[config.mk]
export PLATFORM = sky130hd
export DESIGN_NAME = fpu_rounder_flat
export DESIGN_NICKNAME = d
export VERILOG_FILES = /design/src/rtl/fpu_rounder_if.sv /design/src/rtl/fpu_rounder.sv /design/src/flat_wrapper.sv
export SDC_FILE = /design/constraint.sdc
export NUM_CORES = 1
export LEC_CHECK = 0
export ABC_AREA = 1
export CAP_MARGIN = 20
export CORE_MARGIN = 3
export CORE_UTILIZATION = 49
export DETAILED_ROUTE_END_ITERATION = 12
export PLACE_DENSITY = 0.8
export SLEW_MARGIN = 20
export SYNTH_ARGS = -nofsm -noshare
export SYNTH_HDL_FRONTEND = slang
export SYNTH_SLANG_ARGS = --single-unit
export TNS_END_PERCENT = 5
[constraint.sdc]
create_clock -name clk -period 2.1 [get_ports clk]
set_input_delay 0.21 -clock clk [delete_from_list [all_inputs] [get_ports clk]]
set_output_delay 0.21 -clock clk [all_outputs]
set_load 0.05 [all_outputs]
[src/rtl/fpu_rounder_if.sv]
// Operand/result bus between the pre-round datapath, the rounder and the
// downstream normalizer. The master drives operands and out_ready; the
// slave (the rounder) returns in_ready and the rounded result.
interface fpu_rounder_if;
  logic        in_valid;
  logic        in_ready;
  logic        in_sign;
  logic [8:0]  in_exp;
  logic [26:0] in_man;
  logic [2:0]  rm;
  logic        out_ready;
  logic        rounded_result_sign;
  logic [8:0]  rounded_result_exp;
  logic [24:0] rounded_result_man;
  logic        round_flag;
  logic        inexact;
  logic        done_cal;

  modport master (
    output in_valid, in_sign, in_exp, in_man, rm, out_ready,
    input  in_ready, rounded_result_sign, rounded_result_exp,
           rounded_result_man, round_flag, inexact, done_cal
  );

  modport slave (
    input  in_valid, in_sign, in_exp, in_man, rm, out_ready,
    output in_ready, rounded_result_sign, rounded_result_exp,
           rounded_result_man, round_flag, inexact, done_cal
  );
endinterface

[src/rtl/fpu_rounder.sv]
// fpu_rounder: 2-stage rounding pipeline for single-precision mantissas.
// S1 captures the accepted operand, S2 holds the rounded result until the
// normalizer takes it. The whole pipe freezes while S2 is full and blocked.
// Macro FPU_ROUND_MODE_EN: when defined, the rm input selects the rounding
// mode; otherwise every operand is rounded to nearest-even and rm is ignored.
module fpu_rounder (
  input  logic           clk,
  input  logic           rst_n,
  fpu_rounder_if.slave   bus
);
  localparam int STAGES = 2;
  localparam logic [2:0] RM_RNE = 3'b000;
  localparam logic [2:0] RM_RTZ = 3'b001;
  localparam logic [2:0] RM_RDN = 3'b010;
  localparam logic [2:0] RM_RUP = 3'b011;
  localparam logic [2:0] RM_RMM = 3'b100;

  logic [STAGES:1] vld_pipe;
  logic            stall;
  logic            accept;

  logic            s1_sign;
  logic [8:0]      s1_exp;
  logic [26:0]     s1_man;
  logic [2:0]      rm_eff;

  logic            lsb, g, r, s, any;
  logic            inc;
  logic [24:0]     man_rnd;

  logic            s2_sign;
  logic [8:0]      s2_exp;
  logic [24:0]     s2_man;
  logic            s2_inexact;

  // A full, blocked S2 freezes both stages so nothing is lost or duplicated.
  assign stall       = vld_pipe[STAGES] & ~bus.out_ready;
  assign bus.in_ready = ~stall;
  assign accept      = bus.in_valid & ~stall;

  // Valid shift register: bit 1 = S1 occupied, bit 2 = S2 occupied.
  always_ff @(posedge clk) begin
    if (!rst_n)      vld_pipe <= '0;
    else if (!stall) vld_pipe <= {vld_pipe[1], accept};
  end

`ifdef FPU_ROUND_MODE_EN
  logic [2:0] s1_rm;

  // S1 operand capture, including the per-operand rounding mode.
  always_ff @(posedge clk) begin
    if (!rst_n) begin
      s1_sign <= 1'b0;
      s1_exp  <= '0;
      s1_man  <= '0;
      s1_rm   <= RM_RNE;
    end else if (accept) begin
      s1_sign <= bus.in_sign;
      s1_exp  <= bus.in_exp;
      s1_man  <= bus.in_man;
      s1_rm   <= bus.rm;
    end
  end

  assign rm_eff = s1_rm;
`else
  logic unused_rm;
  assign unused_rm = ^bus.rm;

  // S1 operand capture; the mode is fixed so rm is not stored.
  always_ff @(posedge clk) begin
    if (!rst_n) begin
      s1_sign <= 1'b0;
      s1_exp  <= '0;
      s1_man  <= '0;
    end else if (accept) begin
      s1_sign <= bus.in_sign;
      s1_exp  <= bus.in_exp;
      s1_man  <= bus.in_man;
    end
  end

  assign rm_eff = RM_RNE;
`endif

  assign lsb = s1_man[3];
  assign g   = s1_man[2];
  assign r   = s1_man[1];
  assign s   = s1_man[0];
  assign any = g | r | s;

  // Increment decision; unused encodings fall back to nearest-even.
  always_comb begin
    inc = 1'b0;
    case (rm_eff)
      RM_RTZ:  inc = 1'b0;
      RM_RDN:  inc = s1_sign & any;
      RM_RUP:  inc = ~s1_sign & any;
      RM_RMM:  inc = g;
      default: inc = g & (r | s | lsb);
    endcase
  end

  // Carry out of the 24-bit significand lands in bit 24 for the normalizer.
  assign man_rnd = {1'b0, s1_man[26:3]} + {24'd0, inc};

  // S2 result register; holds while stalled, refreshes only on a real operand.
  always_ff @(posedge clk) begin
    if (!rst_n) begin
      s2_sign    <= 1'b0;
      s2_exp     <= '0;
      s2_man     <= '0;
      s2_inexact <= 1'b0;
    end else if (!stall && vld_pipe[1]) begin
      s2_sign    <= s1_sign;
      s2_exp     <= s1_exp;
      s2_man     <= man_rnd;
      s2_inexact <= any;
    end
  end

  assign bus.done_cal            = vld_pipe[STAGES];
  assign bus.round_flag          = vld_pipe[STAGES];
  assign bus.inexact             = vld_pipe[STAGES] & s2_inexact;
  assign bus.rounded_result_sign = s2_sign;
  assign bus.rounded_result_exp  = s2_exp;
  assign bus.rounded_result_man  = s2_man;
endmodule
[src/flat_wrapper.sv]
// flat-port wrapper written by rule: the top's interface ports become plain ports
module fpu_rounder_flat 
  (clk, rst_n, bus_in_valid, bus_in_sign, bus_in_exp, bus_in_man, bus_rm, bus_out_ready, bus_in_ready, bus_rounded_result_sign, bus_rounded_result_exp, bus_rounded_result_man, bus_round_flag, bus_inexact, bus_done_cal);
  fpu_rounder_if bus_i ();
  input  logic clk;
  input  logic rst_n;
  input wire logic [$bits(bus_i.in_valid)-1:0] bus_in_valid;
  input wire logic [$bits(bus_i.in_sign)-1:0] bus_in_sign;
  input wire logic [$bits(bus_i.in_exp)-1:0] bus_in_exp;
  input wire logic [$bits(bus_i.in_man)-1:0] bus_in_man;
  input wire logic [$bits(bus_i.rm)-1:0] bus_rm;
  input wire logic [$bits(bus_i.out_ready)-1:0] bus_out_ready;
  output wire logic [$bits(bus_i.in_ready)-1:0] bus_in_ready;
  output wire logic [$bits(bus_i.rounded_result_sign)-1:0] bus_rounded_result_sign;
  output wire logic [$bits(bus_i.rounded_result_exp)-1:0] bus_rounded_result_exp;
  output wire logic [$bits(bus_i.rounded_result_man)-1:0] bus_rounded_result_man;
  output wire logic [$bits(bus_i.round_flag)-1:0] bus_round_flag;
  output wire logic [$bits(bus_i.inexact)-1:0] bus_inexact;
  output wire logic [$bits(bus_i.done_cal)-1:0] bus_done_cal;
  assign bus_i.in_valid = bus_in_valid;
  assign bus_i.in_sign = bus_in_sign;
  assign bus_i.in_exp = bus_in_exp;
  assign bus_i.in_man = bus_in_man;
  assign bus_i.rm = bus_rm;
  assign bus_i.out_ready = bus_out_ready;
  assign bus_in_ready = bus_i.in_ready;
  assign bus_rounded_result_sign = bus_i.rounded_result_sign;
  assign bus_rounded_result_exp = bus_i.rounded_result_exp;
  assign bus_rounded_result_man = bus_i.rounded_result_man;
  assign bus_round_flag = bus_i.round_flag;
  assign bus_inexact = bus_i.inexact;
  assign bus_done_cal = bus_i.done_cal;
  fpu_rounder u_core (.clk(clk), .rst_n(rst_n), .bus(bus_i));
endmodule
==> out/metrics.yaml, run 1 <==
outcome:
  status: "complete, no violations"
synth:
  synthArstFlopShare_pct: 0
  syn_inst: 481
  synth_area_leaders: "dfxtp_1 45%, nor2_1 13%, o21ai_0 9.6%"
  synth.avg_cell_area_um2: 6.95
  ys_seq_area_share_pct: 44.9
  ys_types: 25
  ys_ff_latch: 75
  synth_common_cells: "120 x nor2_1, 75 x dfxtp_1, 64 x o21ai_0, 61 x nand2_1, 50 x inv_1"
  syn_nets: 526
  ys.flop_type: "dfxtp_1"
  yosysTopAreaCell: "dfxtp_1"
  synth.top_cell.area_share_pct: 44.9
  ys.warnings.count: 0
  synth_edf_count: 0
  yosysMostFrequentCell: "nor2_1"
  synth_area_um2: 3340
placement:
  hpwl_um: 5960
  io_buffer_count: 79
  gp_congestion: 0.967
setup_path:
  max_stage_delay_ns: 0.79
  critPathKind: "register to output pin"
  start_kind: "register"
  cp_cell_sequence: "nand2_1, inv_1, clkdlybuf4s50_1"
  cp.required_ns: 1.89
  crit_fanout: 4
  slowest_stage: "clkdlybuf4s50_1"
  end_kind: "output pin"
  reg2regPathDepth: 12
  arrival_ns: 1.64
drt:
  ant_nets: 0
  vias: 3320
  wl_um: 8420
  first_iter_violations: 195
  viasPerCell: 5.20
  first_pass_iters: 5
  drcViolationCount: 0
  avgRoutedWirePerCell_um: 13.2
die:
  initial_core_util_pct: 51.5
  coreArea_um2: 6490
  rows: 29
  ioPinCount: 83
  fp.dieArea_um2: 7850
  fp.dieH_um: 88.6
  die_width_um: 88.6
pwr:
  ir_worst_vdd_mv: 0.357
  p_int_w: 0.00242
  swShare_pct: 29.2
  power_frac_seq_pct: 46.9
  p_leak_nw: 1.89
  power.switching_w: 0.000996
  p_per_area_nw_per_um2: 775
  p_clk_share_pct: 34.1
  combPwrFrac_pct: 19.0
clock_network:
  clockBufferDepth: 2
  clk-insertion-delay-late_ns: 0.35
  cts_made_buffers: 9
  clk_pin_slew_ns: 0.07
  cts.sinks: 75
  post_cts_resized: 0
  cts_tree: "built"
  cts_root_buf: "clkbuf_8"
  post_cts_buffers: 0
  hold_buffers: 0
  cts_max_level: 3
worst_hold_path:
  hold_path.class: "register to register"
  min_path_cells: 2
sta:
  hold_violations: 0
  holdWs_ns: 0.484
  fin_crit_ns: 1.85
  tightest_slew_ns: 0.634
  max_freq_mhz: 541
  slew_headroom_pct: 57.7
  final.setup.tns_ns: 0
  rsz0062_at_grt: "no"
  period_share_pct: 87.9
  setup_viol: 0
  drv_slew: 0
  skew_ns: 0.0112
grt:
  antenna_found_initial: 0
  gr-total-overflow: 0
  grt_max_degree: 40
  grt_usage_pct: 23.0
  grt_pass1_vias: 3157
  grt_first_pass_wirelength_um: 14100
finish:
  drive_gt1_share_pct: 8.20
  antenna_cells: 0
  nets: 601
  synthToLayoutAreaGrowth_pct: 31.7
run:
  maxCapViolCount: 0
path summary, 6_finish.rpt:
check	endpoint	slack [ns]	from
worst max register to register	u_core.bus.rounded_result_man[22]$_SDFFE_PN0P_	0.38	u_core.s1_man[2]$_SDFFE_PN0P_
worst min-delay path	u_core.s1_exp[2]$_SDFFE_PN0P_	0.48	u_core.s1_exp[2]$_SDFFE_PN0P_
worst max-delay path	bus_inexact	0.25	u_core.vld_pipe[2]$_SDFFE_PN0N_
worst min register to register	u_core.s1_exp[2]$_SDFFE_PN0P_	0.48	u_core.s1_exp[2]$_SDFFE_PN0P_
flip-flops by register name, indices dropped and copies added (netlist names):
signal and cells:
u_core.bus.rounded_result_exp 9, u_core.bus.rounded_result_man 25, u_core.bus.rounded_result_sign 1, u_core.s1_exp 9, u_core.s1_man 27, u_core.s1_sign 1, u_core.s2_inexact 1, u_core.vld_pipe 2
area by class of cell:
cell class | instances | area [µm²]
Clock buffer | 12 | 165
Tap cell | 77 | 96.3
Clock inverter | 4 | 47.5
Sequential cell | 75 | 1500
Multi-Input combinational cell | 329 | 1530
Inverter | 55 | 206
Fill cell | 557 | 2090
Timing Repair Buffer | 86 | 853
through the flow:
stage | cells | worst slack (ns) | total power, W | cell area (µm²) | utilization, %
4_1_cts | 638 | 0.229 | 0.00343 | 4400 | 67.8
2_1_floorplan | 481 | 0.466 | 0.00203 | 3340 | -
3_3_place_gp | 622 | 0.399 | 0.00226 | 4190 | 64.5
6_report | 638 | 0.253 | 0.00342 | 4400 | 67.8
5_1_grt | 638 | 0.148 | 0.00356 | 4400 | 67.8
3_5_place_dp | 622 | 0.374 | 0.00228 | 4190 | 64.5
cells in the final DEF, fill, tap and decap left out, types with 2 or more instances in the layout:
master / n
nor2_1: 120
clkdlybuf4s50_1: 78
dfxtp_1: 75
o21ai_0: 64
nand2_1: 61
inv_1: 50
a21oi_1: 26
nand3_1: 22
clkbuf_8: 12
nor2_4: 7
buf_4: 7
inv_2: 5
xor2_1: 5
nand2_2: 4
nand4_1: 4
xnor2_1: 3
nor2_2: 3
o21ai_1: 3
clkinv_2: 2
power by group through the flow:
stage	Clock [W]	Combinational [W]	Sequential, W
after detailed placement	0	0.000646	0.00163
final	0.00117	0.000648	0.00160
after global routing	0.00123	0.000710	0.00162
after floorplan	0	0.000248	0.00178
after CTS	0.00117	0.000652	0.00160
after global placement	0	0.000635	0.00163
routing by layer:
layer,GRT usage (%),share of wire (%)
met5,0,0
met4,10.6,2.4
met3,5.68,8.1
met2,37.4,47
met1,28.8,43
worst max-delay path, delay by kind of cell (launching register included):
family / cells / cell delay, ns
flops: 1 / 0.39
simple gates: 1 / 0.07
buf+inv: 2 / 0.84
logic make-up after synthesis:
kind of cell / after synthesis / share of synthesized area (%)
buffers and inverters: 77 / 9.24
flip-flops: 75 / 44.9
adder cells (fa/ha/maj): 1 / 0.374
AO/OA/AOI/OAI: 94 / 14.1
XOR/XNOR: 8 / 2.10
AND/OR/NAND/NOR: 226 / 29.3
Power figures use the tool's default switching activity.
==> run 2, diff against run 1 <==
- CELL_PAD_IN_SITES_DETAIL_PLACEMENT: not set -> 0
- CELL_PAD_IN_SITES_GLOBAL_PLACEMENT: not set -> 2
- CORE_UTILIZATION: 49 -> 26
- PLACE_DENSITY: 0.8 -> not set
- PLACE_DENSITY_LB_ADDON: not set -> 0.1
==> run 2 against run 1 <==
Worst setup slack better by 0.027 ns. Clock skew is 0.0050 ns lower. Sequential power about the same. Total power rose by 11%. Sequential cell count unchanged. Clock power up 32%. Critical path type unchanged.
==> out/metrics.yaml, run 2 (synthesized netlist as in run 1, its figures left out) <==
outcome:
  status: "complete, no violations"
worst_hold_path:
  min_to: "u_core.bus.rounded_result_man[24]$_SDFFE_PN0P_"
  hold_path.class: "register to register"
  min_from: "u_core.bus.rounded_result_man[24]$_SDFFE_PN0P_"
  min_path_cells: 2
sta:
  max_freq_mhz: 550
  tightest_slew_ns: 0.815
  final.setup.tns_ns: 0
  slew_headroom_pct: 45.6
  hold_violations: 0
  period_share_pct: 86.6
  skew_ns: 0.00614
  drv_slew: 0
  setup_viol: 0
  fin_crit_ns: 1.82
  rsz0062_at_grt: "no"
setup_path:
  cp_cell_sequence: "nand2_1, inv_1, clkdlybuf4s50_1"
  slowest_stage: "clkdlybuf4s50_1"
  crit_fanout: 4
  reg2regPathDepth: 12
  crit_buf_inv: 2
  start_kind: "register"
  worstReg2RegStart: "u_core.s1_man[2]$_SDFFE_PN0P_"
  r2r-end: "u_core.bus.rounded_result_man[22]$_SDFFE_PN0P_"
  max_stage_delay_ns: 0.79
  critPathTopFamily: "buffers and inverters"
  reg2reg_slack_ns: 0.31
  end_kind: "output pin"
  arrival_ns: 1.61
  cp.required_ns: 1.89
  critPathKind: "register to output pin"
placement:
  gp_congestion: 0.794
  placedCellCount: 713
  hpwl_um: 6740
  io_buffer_count: 79
  place_area_um2: 4310
finish:
  nets: 601
  mostFrequentLayoutCells: "120 x nor2_1, 78 x clkdlybuf4s50_1, 75 x dfxtp_1"
  postLayoutCoreUtil_pct: 37.3
  max_flop_register: "u_core.s1_man"
  design_area_um2: 4600
  final_common_cell: "nor2_1"
  layout.cells.non_filler: 728
  drive_gt1_share_pct: 8.04
  largest_register_ffs: 27
  antenna_cells: 0
  synthToLayoutAreaGrowth_pct: 37.5
clock_network:
  cts_root_buf: "clkbuf_16"
  clk_pin_slew_ns: 0.06
  cts_made_buffers: 9
  hold_buffers: 0
  post_cts_buffers: 0
  cts.sinks: 75
  cts_max_level: 3
  clockBufferDepth: 2
  clk-insertion-delay-late_ns: 0.34
  cts_tree: "built"
  post_cts_resized: 0
drt:
  first_iter_violations: 106
  first_pass_iters: 4
  vias: 3094
  drcViolationCount: 0
  avgRoutedWirePerCell_um: 13.1
  viasPerCell: 4.25
  ant_nets: 0
  wl_um: 9550
die:
  fp.dieH_um: 119
  die_width_um: 119
  fp.dieArea_um2: 14300
  coreArea_um2: 12300
  rows: 40
  initial_core_util_pct: 27.2
  ioPinCount: 83
grt:
  grt_pass1_vias: 3145
  grt_usage_pct: 14.2
  gr-total-overflow: 0
  antenna_found_initial: 0
  grt_max_degree: 55
  grt_first_pass_wirelength_um: 15900
pwr:
  p_per_area_nw_per_um2: 825
  ir_worst_vdd_mv: 0.451
  p_leak_nw: 1.92
run:
  maxCapViolCount: 0
==> run 2: metal layers <==
layer	share of wire (%)	GRT usage, %	up-vias
met5	0	0	-
li1	-	-	1662
met3	4.8	4.84	6
met4	1.1	3.65	0
met2	49	24.7	52
met1	45	16.7	1374
==> run 2: final cells by class <==
cell class,count,area (µm²)
multi-input combinational,329,1530
clock buffer,9,225
timing repair buffer,86,853
clock inverter,6,67.6
fill,1348,7710
sequential,75,1500
inverter,55,206
tap,168,210
==> run 2: stage by stage <==
step / hold WS, ns / setup slack [ns] / power (W)
2_1_floorplan: 0.374 / 0.466 / 0.00203
3_3_place_gp: 0.458 / 0.248 / 0.00229
3_5_place_dp: 0.471 / 0.217 / 0.00229
4_1_cts: 0.482 / 0.248 / 0.00387
5_1_grt: 0.499 / 0.109 / 0.00401
6_report: 0.476 / 0.280 / 0.00379
==> run 2: worst reg2reg max path: stages, from the launching register on <==
cell and delay, ns:
dfxtp_1 0.36, nand2_1 0.12, inv_1 0.12, ha_1 0.19, nand3_1 0.13, inv_2 0.15
nand2_2 0.10, nor2_1 0.21, nand2_1 0.08, nand2_1 0.06, nand3_1 0.06, nand2_1 0.06
inv_1 0.03
==> run 2: power by group <==
part / internal (W) / switching (W) / total, W
combinational: 0.000249 / 0.000400 / 0.000650
clock: 0.000915 / 0.000627 / 0.00154
sequential: 0.00153 / 0.0000731 / 0.00160
==> run 2: how the worst max path moves through the flow <==
stage / start / endpoint / slack [ns] / cells past startpoint
floorplan: u_core.vld_pipe[2]$_SDFFE_PN0N_ / u_core.s1_exp[0]$_SDFFE_PN0P_ / 0.47 / 8
global placement: bus_out_ready / u_core.bus.rounded_result_man[7]$_SDFFE_PN0P_ / 0.25 / 6
detailed placement: bus_out_ready / u_core.bus.rounded_result_man[8]$_SDFFE_PN0P_ / 0.22 / 6
CTS: u_core.vld_pipe[2]$_SDFFE_PN0N_ / bus_inexact / 0.25 / 3
global route: u_core.s1_man[2]$_SDFFE_PN0P_ / u_core.bus.rounded_result_man[22]$_SDFFE_PN0P_ / 0.11 / 12
finish: u_core.vld_pipe[2]$_SDFFE_PN0N_ / bus_inexact / 0.28 / 3
